`src/rtl/mode_selector.sv`:
```
// Two-button mode selector: synchronised, debounced next/prev buttons step a
// wrapping mode register, with optional hold-to-repeat and a lock input.
module mode_selector #(
   parameter int NUM_MODES       = 3,
   parameter int RESET_MODE      = 0,
   parameter int DEBOUNCE_CYCLES = 500000,
   parameter int REPEAT_DELAY    = 0,
   parameter int REPEAT_PERIOD   = 250000,
   localparam int MODE_W         = (NUM_MODES > 2) ? $clog2(NUM_MODES) : 1
) (
   input  logic              clk,
   input  logic              rst_n,
   input  logic              btn_next,
   input  logic              btn_prev,
   input  logic              lock,
   output logic [MODE_W-1:0] mode,
   output logic              mode_changed,
   output logic              next_db,
   output logic              prev_db
);

   localparam int DB_W = $clog2(DEBOUNCE_CYCLES + 1);

   // Index 0 is the next button, index 1 the prev button throughout.
   logic [1:0]      raw, sync1, sync2, db, db_d, press, rpt, evt;
   logic [DB_W-1:0] db_cnt [2];
   logic            step;
   logic [MODE_W-1:0] mode_nxt;

   assign raw = {btn_prev, btn_next};

   always_ff @(posedge clk or negedge rst_n) begin
      if (!rst_n) begin
         sync1 <= '0;
         sync2 <= '0;
      end else begin
         sync1 <= raw;
         sync2 <= sync1;
      end
   end

   always_ff @(posedge clk or negedge rst_n) begin
      if (!rst_n) begin
         db        <= '0;
         db_d      <= '0;
         db_cnt[0] <= '0;
         db_cnt[1] <= '0;
      end else begin
         db_d <= db;
         for (int i = 0; i < 2; i++) begin
            if (sync2[i] == db[i]) begin
               db_cnt[i] <= '0;
            end else if (db_cnt[i] == DB_W'(DEBOUNCE_CYCLES - 1)) begin
               db[i]     <= sync2[i];
               db_cnt[i] <= '0;
            end else begin
               db_cnt[i] <= db_cnt[i] + DB_W'(1);
            end
         end
      end
   end

   assign press = db & ~db_d;

   generate
      if (REPEAT_DELAY > 0) begin : g_rpt
         localparam int RPT_MAX = (REPEAT_DELAY > REPEAT_PERIOD) ? REPEAT_DELAY : REPEAT_PERIOD;
         localparam int RPT_W   = $clog2(RPT_MAX + 1);

         logic [1:0]       active, phase, hit, hold_ok;
         logic [RPT_W-1:0] rcnt [2];

         // A button only repeats while it alone is held.
         assign hold_ok = db & ~{db[0], db[1]};

         always_comb begin
            hit = '0;
            for (int i = 0; i < 2; i++) begin
               hit[i] = active[i] &&
                        (rcnt[i] == (phase[i] ? RPT_W'(REPEAT_PERIOD - 1) : RPT_W'(REPEAT_DELAY - 1)));
            end
         end

         always_ff @(posedge clk or negedge rst_n) begin
            if (!rst_n) begin
               active  <= '0;
               phase   <= '0;
               rcnt[0] <= '0;
               rcnt[1] <= '0;
            end else begin
               for (int i = 0; i < 2; i++) begin
                  if (press[i] && hold_ok[i]) begin
                     active[i] <= 1'b1;
                     phase[i]  <= 1'b0;
                     rcnt[i]   <= '0;
                  end else if (!hold_ok[i]) begin
                     active[i] <= 1'b0;
                     phase[i]  <= 1'b0;
                     rcnt[i]   <= '0;
                  end else if (active[i]) begin
                     if (hit[i]) begin
                        rcnt[i]  <= '0;
                        phase[i] <= 1'b1;
                     end else begin
                        rcnt[i] <= rcnt[i] + RPT_W'(1);
                     end
                  end
               end
            end
         end

         assign rpt = hit & hold_ok;
      end else begin : g_norpt
         assign rpt = '0;
      end
   endgenerate

   assign evt = press | rpt;

   // Simultaneous next and prev cancel; lock drops events outright.
   always_comb begin
      step     = 1'b0;
      mode_nxt = mode;
      if (!lock && (evt[0] ^ evt[1])) begin
         step = 1'b1;
         if ({1'b0, mode} >= (MODE_W + 1)'(NUM_MODES)) begin
            mode_nxt = '0;
         end else if (evt[0]) begin
            mode_nxt = (mode == MODE_W'(NUM_MODES - 1)) ? '0 : mode + MODE_W'(1);
         end else begin
            mode_nxt = (mode == '0) ? MODE_W'(NUM_MODES - 1) : mode - MODE_W'(1);
         end
      end
   end

   always_ff @(posedge clk or negedge rst_n) begin
      if (!rst_n) begin
         mode         <= MODE_W'(RESET_MODE);
         mode_changed <= 1'b0;
      end else begin
         mode_changed <= step;
         if (step) begin
            mode <= mode_nxt;
         end
      end
   end

   assign next_db = db[0];
   assign prev_db = db[1];

endmodule

```
`config.mk`:
```
export PLATFORM = sky130hd
export DESIGN_NAME = mode_selector
export DESIGN_NICKNAME = d
export VERILOG_FILES = /design/src/rtl/mode_selector.sv
export SDC_FILE = /design/constraint.sdc
export NUM_CORES = 1
export LEC_CHECK = 0
export ABC_CLOCK_PERIOD_IN_PS = 2490
export BUFFER_PORTS_ARGS = -buffer_cell sky130_fd_sc_hd__buf_2
export CAP_MARGIN = 20
export CORE_AREA = 3 3 67 69
export CTS_CLUSTER_DIAMETER = 50
export DETAILED_ROUTE_END_ITERATION = 8
export DIE_AREA = 0 0 70 72
export GPL_ROUTABILITY_DRIVEN = 0
export GPL_TIMING_DRIVEN = 0
export PLACE_DENSITY = 0.8
export RECOVER_POWER = 25
export SLEW_MARGIN = 20
export SYNTH_ARGS = -nofsm -noshare
export SYNTH_HDL_FRONTEND = slang
export SYNTH_SLANG_ARGS = --single-unit
```
`constraint.sdc`:
```
create_clock -name clk -period 2.49 [get_ports clk]
set_input_delay 0 -clock clk [delete_from_list [all_inputs] [get_ports clk]]
set_output_delay 0 -clock clk [all_outputs]
set_load 0.01 [all_outputs]
```
Word level (Yosys, flattened, before mapping) --
Index checks and enable logic that the tools add are counted.
Word-level totals: flip-flop bits (word level) 49, input bits 5, output and inout bits 5, logic and storage cells 39
Operators by class: add/sub/neg operators 4, $lt $le $gt $ge 1, equality and inequality tests 5, multiplexer cells 9, bitwise operators 5, reductions and logical operators 6
Operators by type and width (number):
- $mux 19 | 4
- $add 19x1->19 const B | 2
- $eq 19x19->1 const B | 2
- $mux 2 | 4
- $reduce_and 2->1 | 3
- $add 2x1->2 const B | 1
- $and 2x2->2 | 1
- $eq 1x1->1 | 2
- $eq 2x2->1 const B | 1
- $ge 2x2->1 const B | 1
- $logic_not 2->1 | 1
- $not 1->1 | 2
- $not 2->2 | 1
- $sub 2x1->2 const B | 1
- $logic_and 1x1->1 | 1
- $logic_not 1->1 | 1
- $mux 1 | 1
- $xor 1x1->1 | 1

Depth between registers and ports, before layout --
Gate-level depths: netlist (run 1).
depth after elaboration 6, mapped depth 6, depth with buffers taken out 5

Worst setup path after synthesis (run 1) --
No wires, ideal clock.
path kind reg2reg, start reg db_cnt[0] in the netlist's numbering, end reg db_cnt[16] in the netlist's numbering, library setup time 0.078 ns, data arrival time 1.853 ns, required time 2.412 ns, slack 0.559 ns, stages on the path, launching flop included 6, path buffers 0, period minus slack after synthesis 1.931 ns, cells stage by stage dfrtp_1 -> ha_1 -> nand3_1 -> or4_1 -> or3_1 -> a21oi_1
On the way: word-level cells in the longest chain between the ends 3, elaborated cells between the ends (all ways) 4, those cells by class 1 x add/sub; 1 x eq/ne; 2 x mux
Ends and longest elaborated chain:
- start: declaration | line 26 | logic [DB_W-1:0] db_cnt [2];
- start signal: indexed assignment | line 57 | db_cnt[i] <= db_cnt[i] + DB_W'(1);
- $add 19x1->19 or $eq 19x19->1 (tied branches) | line 57, 53
- $mux 19 (*) | line 53 | end else if (db_cnt[i] == DB_W'(DEBOUNCE_CYCLES - 1)) begin
- $mux 19 (*) | line 51 | if (sync2[i] == db[i]) begin
Every way passes the cells marked *; elsewhere a longest branch is shown, timed or not. A chain may end at the register's enable or synchronous reset.

Worst setup path in the final report (run 1) --
start reg db_cnt[19] in the netlist's numbering, end reg db_cnt[29] in the netlist's numbering
The elaborated chain is that of the path after synthesis.

==> results of run 1 <==
[cell type report]
cell class                 count  area, um2
multi-input combinational    161       1050
buffer                         3       13.8
inverter                      10       37.5
timing repair buffer          13       85.1
sequential                    49       1230
clock inverter                 1       30.0
tap                           50       62.6
fill                         313       1380
clock buffer                   7       86.3
[registers in the layout (all words and copies together) (netlist names)]
| signal | count |
|---|---|
| db | 2 |
| db_cnt | 38 |
| db_d | 2 |
| mode | 2 |
| mode_changed | 1 |
| sync1 | 2 |
| sync2 | 2 |
[path summary, 6_finish.rpt]
| path | slack, ns | to | start | cells past startpoint |
|---|---|---|---|---|
| max reg2reg | 0.25 | db_cnt[29]$_DFF_PN0_ | db_cnt[19]$_DFF_PN0_ | 6 |
| min reg2reg | 0.35 | sync2[1]$_DFF_PN0_ | sync1[1]$_DFF_PN0_ | 0 |
| max in group asynchronous | 1.32 | db_cnt[21]$_DFF_PN0_ | rst_n | 2 |
| min in group asynchronous | 0.46 | db_cnt[15]$_DFF_PN0_ | rst_n | 2 |
| min | 0.34 | sync1[1]$_DFF_PN0_ | btn_prev | 2 |
| max | 0.25 | db_cnt[29]$_DFF_PN0_ | db_cnt[19]$_DFF_PN0_ | 6 |
[logic make-up (layout without fill, tap and decap cells)]
| group | Yosys count | after routing | share of synthesized area [%] |
|---|---|---|---|
| AO/OA/AOI/OAI | 21 | 21 | 6.34 |
| AND/OR/NAND/NOR | 101 | 101 | 22.9 |
| flip-flops | 49 | 49 | 52.6 |
| XOR/XNOR | 29 | 29 | 10.9 |
| multiplexers | 4 | 4 | 1.83 |
| buffers and inverters | 13 | 34 | 2.20 |
| adder cells (fa/ha/maj) | 6 | 6 | 3.22 |
[Yosys cell counts (2+ instances only)]
library cell	n
dfrtp_1	49
nor2_1	34
xnor2_1	20
nand2_1	12
nand4_1	11
inv_1	10
xor2_1	9
a21oi_1	8
nand3_1	8
ha_1	6
nor3_1	6
nor4_1	6
or4_1	6
o21ai_0	5
or3_1	5
a31o_2	2
and2_1	2
and3_1	2
buf_2	2
mux2_2	2
mux2i_1	2
nand2b_1	2
o31ai_1	2
[power breakdown]
part	total [uW]	internal [uW]	switching, uW	leakage (uW)
Sequential	820	807	12.8	0.000663
Combinational	56.6	19.9	36.7	0.000386
Clock	581	328	253	0.0000585
[metal layers]
metal / GRT usage (%) / share of wire, % / vias to the layer above
met5: 0 / 0 / -
met4: 6.38 / 1.7 / 0
met3: 4.85 / 5.3 / 7
met2: 28.8 / 45 / 47
met1: 24.6 / 48 / 819
li1: - / - / 822
[per-stage QoR]
step	cells	utilization, %	worst slack (ns)	cell area (um2)	hold slack [ns]
6_report	294	65.3	0.252	2590	0.337
5_1_grt	294	65.3	0.0598	2590	0.335
4_1_cts	294	65.3	0.259	2590	0.326
3_3_place_gp	282	61.4	0.352	2440	0.109
3_5_place_dp	282	61.4	0.286	2440	0.109
2_1_floorplan	223	-	0.559	2330	-0.296
==> impl_metrics.json, run 1 <==
{
  "clk_latency_ns": 0.30,
  "cp_slowest_stage_delay_ns": 0.54,
  "grt_overflow_total": 0,
  "ys_seq_area_share_pct": 52.6,
  "num_antenna_cells": 0,
  "synth.avg_cell_area_um2": 10.4,
  "p_per_area_nw_per_um2": 562,
  "fin_skew_ns": 0.0123,
  "worst_path_max_delay_cell": "o21ai_1",
  "synth_edf_count": 0,
  "yosysUniqueCellTypes": 35,
  "die_w_um": 70,
  "dp_hpwl_mm": 2.83,
  "worst_setup_path_start_kind": "register",
  "end_kind": "register",
  "vias": 1695,
  "grt_max_degree": 50,
  "drc": 0,
  "fmax_mhz": 447,
  "cts_root_buf": "clkbuf_8",
  "final_antenna_net_count": 0,
  "slew_violations": 0,
  "drtPass1Iterations": 4,
  "cts_tree": "done",
  "ys_ff_latch": 49,
  "finalHoldViolCount": 0,
  "cts_buffers": 5,
  "period_minus_slack_ns": 2.24,
  "syn_inst": 223,
  "crit_chain": "ha_1 -> and4_2 -> nand2_1 -> o21ai_1 -> clkbuf_1 -> nor2_1",
  "final-setup-viol-count": 0,
  "critPathKind": "register to register",
  "synth_ff_type": "dfrtp_1",
  "maxCapViolations": 0,
  "tightest_slew_ns": 1.17,
  "initial_core_util_pct": 58.7,
  "final_common_cell": "dfrtp_1",
  "fin_total_pwr_uw": 1460,
  "grt_pass1_vias": 1606,
  "wl_per_cell_um": 14.6,
  "async_reset_ff_share_pct": 100,
  "layout_common_cells": "dfrtp_1, nor2_1, xnor2_1",
  "leakage_uw": 0.00111,
  "yosys-top-cells-area": "dfrtp_1, xnor2_1, nor2_1",
  "clockBufferDepth": 2,
  "worstPathArrival_ns": 2.40,
  "worstPathMaxFanout": 10,
  "synth_warnings": 0,
  "path_clk_slew_ns": 0.08,
  "cts_hold_buf": 4,
  "h-tree-depth": 2,
  "clock_sinks": 49,
  "hp-class": "primary input to register",
  "die_area_um2": 5040,
  "fin_crit_sh_pct": 89.9,
  "drt-vias-per-instance": 5.77,
  "io_pins": 10,
  "status": "completed",
  "drive_above_1_share_pct": 11.1,
  "critPathTopFamily": "compound AO/OA/AOI/OAI gates",
  "drt_iter0_markers": 149,
  "netlist.area_leader.share_pct": 52.6,
  "ir_worst_vdd_mv": 0.317,
  "rsz0062_at_grt": "false",
  "slew_headroom_pct": 22.3,
  "grtUsageTotal_pct": 18.2,
  "routed_wl_mm": 4.30,
  "num_rows": 23,
  "io_buffers": 9,
  "grt_pass1_wl_mm": 7.29,
  "critPathRequiredTime_ns": 2.65,
  "fp.coreArea_um2": 3970,
  "setup_tns_ns": 0,
  "syn-cell-area_um2": 2330,
  "yosys.area.top_type": "dfrtp_1",
  "antenna_found_initial": 0,
  "synth_nets": 234,
  "nNetsFinal": 254,
  "crit_buf_inv": 1,
  "dieHeight_um": 72,
  "cts_resized": 0,
  "syn2layout_area_growth_pct": 11.3,
  "cts_setup_buffers": 0
}
(Power assumes the default switching activity.)
==> run 2, diff against run 1 <==
--- a/config.mk
+++ b/config.mk
@@ -8,10 +8,10 @@
 export ABC_CLOCK_PERIOD_IN_PS = 2490
 export BUFFER_PORTS_ARGS = -buffer_cell sky130_fd_sc_hd__buf_2
 export CAP_MARGIN = 20
-export CORE_AREA = 3 3 67 69
+export CORE_AREA = 4 4 68 70
 export CTS_CLUSTER_DIAMETER = 50
 export DETAILED_ROUTE_END_ITERATION = 8
-export DIE_AREA = 0 0 70 72
+export DIE_AREA = 0 0 72 74
 export GPL_ROUTABILITY_DRIVEN = 0
 export GPL_TIMING_DRIVEN = 0
 export PLACE_DENSITY = 0.8
==> constraint.sdc (replaced) <==
create_clock -name clk -period 2.49 [get_ports clk]
set_input_delay 0.747 -clock clk [delete_from_list [all_inputs] [get_ports clk]]
set_output_delay 0.747 -clock clk [all_outputs]
set_load 0.01 [all_outputs]
==> run 2 against run 1 <==
  * Clock skew fell by 0.0081 ns
  * Worst setup slack improved by 0.0057 ns
  * Clock power decreased by 19%
  * Register-to-register slack hardly changed
  * Via count is 1.1% lower
  * Critical endpoint unchanged
  * Largest cell class unchanged
==> impl_metrics.json, run 2 (same netlist as run 1, synthesis figures left out) <==
{
  "worstPathArrival_ns": 2.40,
  "hold-path-cell-count": 0,
  "fin_crit_sh_pct": 89.7,
  "tightest_slew_ns": 1.20,
  "cts_setup_buffers": 0,
  "wl_per_cell_um": 15.1,
  "worst_path_max_delay_cell": "o21ai_1",
  "fmax_mhz": 448,
  "nNetsFinal": 250,
  "final-setup-viol-count": 0,
  "reg2regPathDepth": 6,
  "drt_iter0_markers": 151,
  "die_w_um": 72,
  "cp-startpoint": "db_cnt[19]$_DFF_PN0_",
  "dp_hpwl_mm": 2.97,
  "fp.coreArea_um2": 3970,
  "fin_total_pwr_uw": 1340,
  "final_common_cell": "dfrtp_1",
  "slew_violations": 0,
  "use_met3_pct": 3.38,
  "grt_busiest_layer": "met2",
  "hp-class": "register to register",
  "drtPass1Iterations": 4,
  "p_per_area_nw_per_um2": 532,
  "grt_overflow_total": 0,
  "path_clk_slew_ns": 0.08,
  "layout_common_cells": "dfrtp_1, nor2_1, xnor2_1",
  "cts_root_buf": "clkbuf_8",
  "end_kind": "register",
  "num_antenna_cells": 0,
  "leakage_uw": 0.00108,
  "cts_hold_buf": 0,
  "worstHoldStart": "sync1[1]$_DFF_PN0_",
  "rsz0062_at_grt": "false",
  "drc": 0,
  "period_minus_slack_ns": 2.23,
  "clockBufferDepth": 2,
  "vias": 1676,
  "die_area_um2": 5330,
  "antenna_found_initial": 0,
  "critPathKind": "register to register",
  "finalCoreUtilization_pct": 63.5,
  "cts_buffers": 5,
  "p_int_uw": 1040,
  "rr_startpoint": "db_cnt[19]$_DFF_PN0_",
  "cts_tree": "done",
  "p_clk_share_pct": 35.0,
  "maxCapViolations": 0,
  "h-tree-depth": 2,
  "drive_above_1_share_pct": 10.9,
  "min_to": "sync2[1]$_DFF_PN0_",
  "drt-vias-per-instance": 5.80,
  "cts_resized": 0,
  "syn2layout_area_growth_pct": 8.32,
  "clock_sinks": 49,
  "fin_skew_ns": 0.00420,
  "io_buffers": 9,
  "clk_latency_ns": 0.30,
  "finalHoldViolCount": 0,
  "num_rows": 23,
  "ir_worst_vdd_mv": 0.358,
  "initial_core_util_pct": 58.7,
  "worst_setup_path_start_kind": "register",
  "top_register": "db_cnt",
  "status": "completed",
  "setup_tns_ns": 0,
  "dieHeight_um": 74,
  "final_antenna_net_count": 0,
  "grt_max_degree": 50,
  "r2r_setup_slack_ns": 0.26,
  "met1_usage_pct": 25.7,
  "grt_pass1_vias": 1628,
  "grtUsageTotal_pct": 18.7,
  "worstPathMaxFanout": 10,
  "power_frac_seq_pct": 61.0,
  "grt_pass1_wl_mm": 7.57,
  "p_switching_uw": 300,
  "largest_reg_flops": 38,
  "switching_share_pct": 22.3,
  "slew_headroom_pct": 19.8,
  "gr-usage-met2_pct": 29.1,
  "io_pins": 10,
  "cp_slowest_stage_delay_ns": 0.56,
  "comb_power_share_pct": 4.1,
  "routed_wl_mm": 4.36,
  "crit_chain": "ha_1 -> and4_2 -> nand2_1 -> o21ai_1 -> clkbuf_1 -> nor2_1",
  "critPathRequiredTime_ns": 2.66,
  "reg2reg_to": "db_cnt[29]$_DFF_PN0_"
}
-- run 2: cell types whose count changed in the layout (fill, tap and decap cells not counted) --
cell           delta
dlygate4sd3_1     -4
bufinv_16         -1
-- run 2: stage by stage --
step	std cells	area [um2]	hold WS, ns	setup slack, ns
2_1_floorplan	223	2330	0.331	0.559
3_3_place_gp	282	2440	0.333	0.348
3_5_place_dp	282	2440	0.350	0.297
4_1_cts	289	2520	0.369	0.284
5_1_grt	289	2520	0.381	0.0416
6_report	289	2520	0.367	0.258
-- run 2: area by class of cell --
cell class                 instances  area [um2]
timing repair buffer               9        45.0
tap                               50        62.6
buffer                             3        13.8
fill                             335        1450
inverter                          10        37.5
sequential                        49        1230
multi-input combinational        161        1050
clock buffer                       7        86.3
-- run 2: routing by layer --
metal	vias up	wire length, um	share of wire (%)
li1	812	-	-
met2	45	2080	48
met3	10	249	5.7
met5	-	0	0
met4	0	82	1.9
met1	809	1950	45
-- run 2: power by group through the flow --
stage	clock network, uW	registers, uW	logic (uW)
after floorplan	0	832	26.2
final	470	819	55.0
after global placement	0	834	52.1
after detailed placement	0	835	55.2
after CTS	481	819	56.5
after global routing	505	821	63.6
-- run 2: worst max-delay path by stage --
stage / endpoint / slack (ns)
6_report: db_cnt[29]$_DFF_PN0_ / 0.26
5_1_grt: db_cnt[30]$_DFF_PN0_ / 0.04
4_1_cts: db_cnt[29]$_DFF_PN0_ / 0.28
3_5_place_dp: db_cnt[29]$_DFF_PN0_ / 0.30
3_3_place_gp: db_cnt[29]$_DFF_PN0_ / 0.35
2_1_floorplan: db_cnt[16]$_DFF_PN0_ / 0.56
-- run 2: worst max-delay path: cells and delay by family (launching register included) --
| kind | cells | cell delay (ns) |
|---|---|---|
| flops | 1 | 0.40 |
| buf+inv | 1 | 0.43 |
| compound gates | 1 | 0.56 |
| fa+ha+maj | 1 | 0.24 |
| simple gates | 3 | 0.48 |
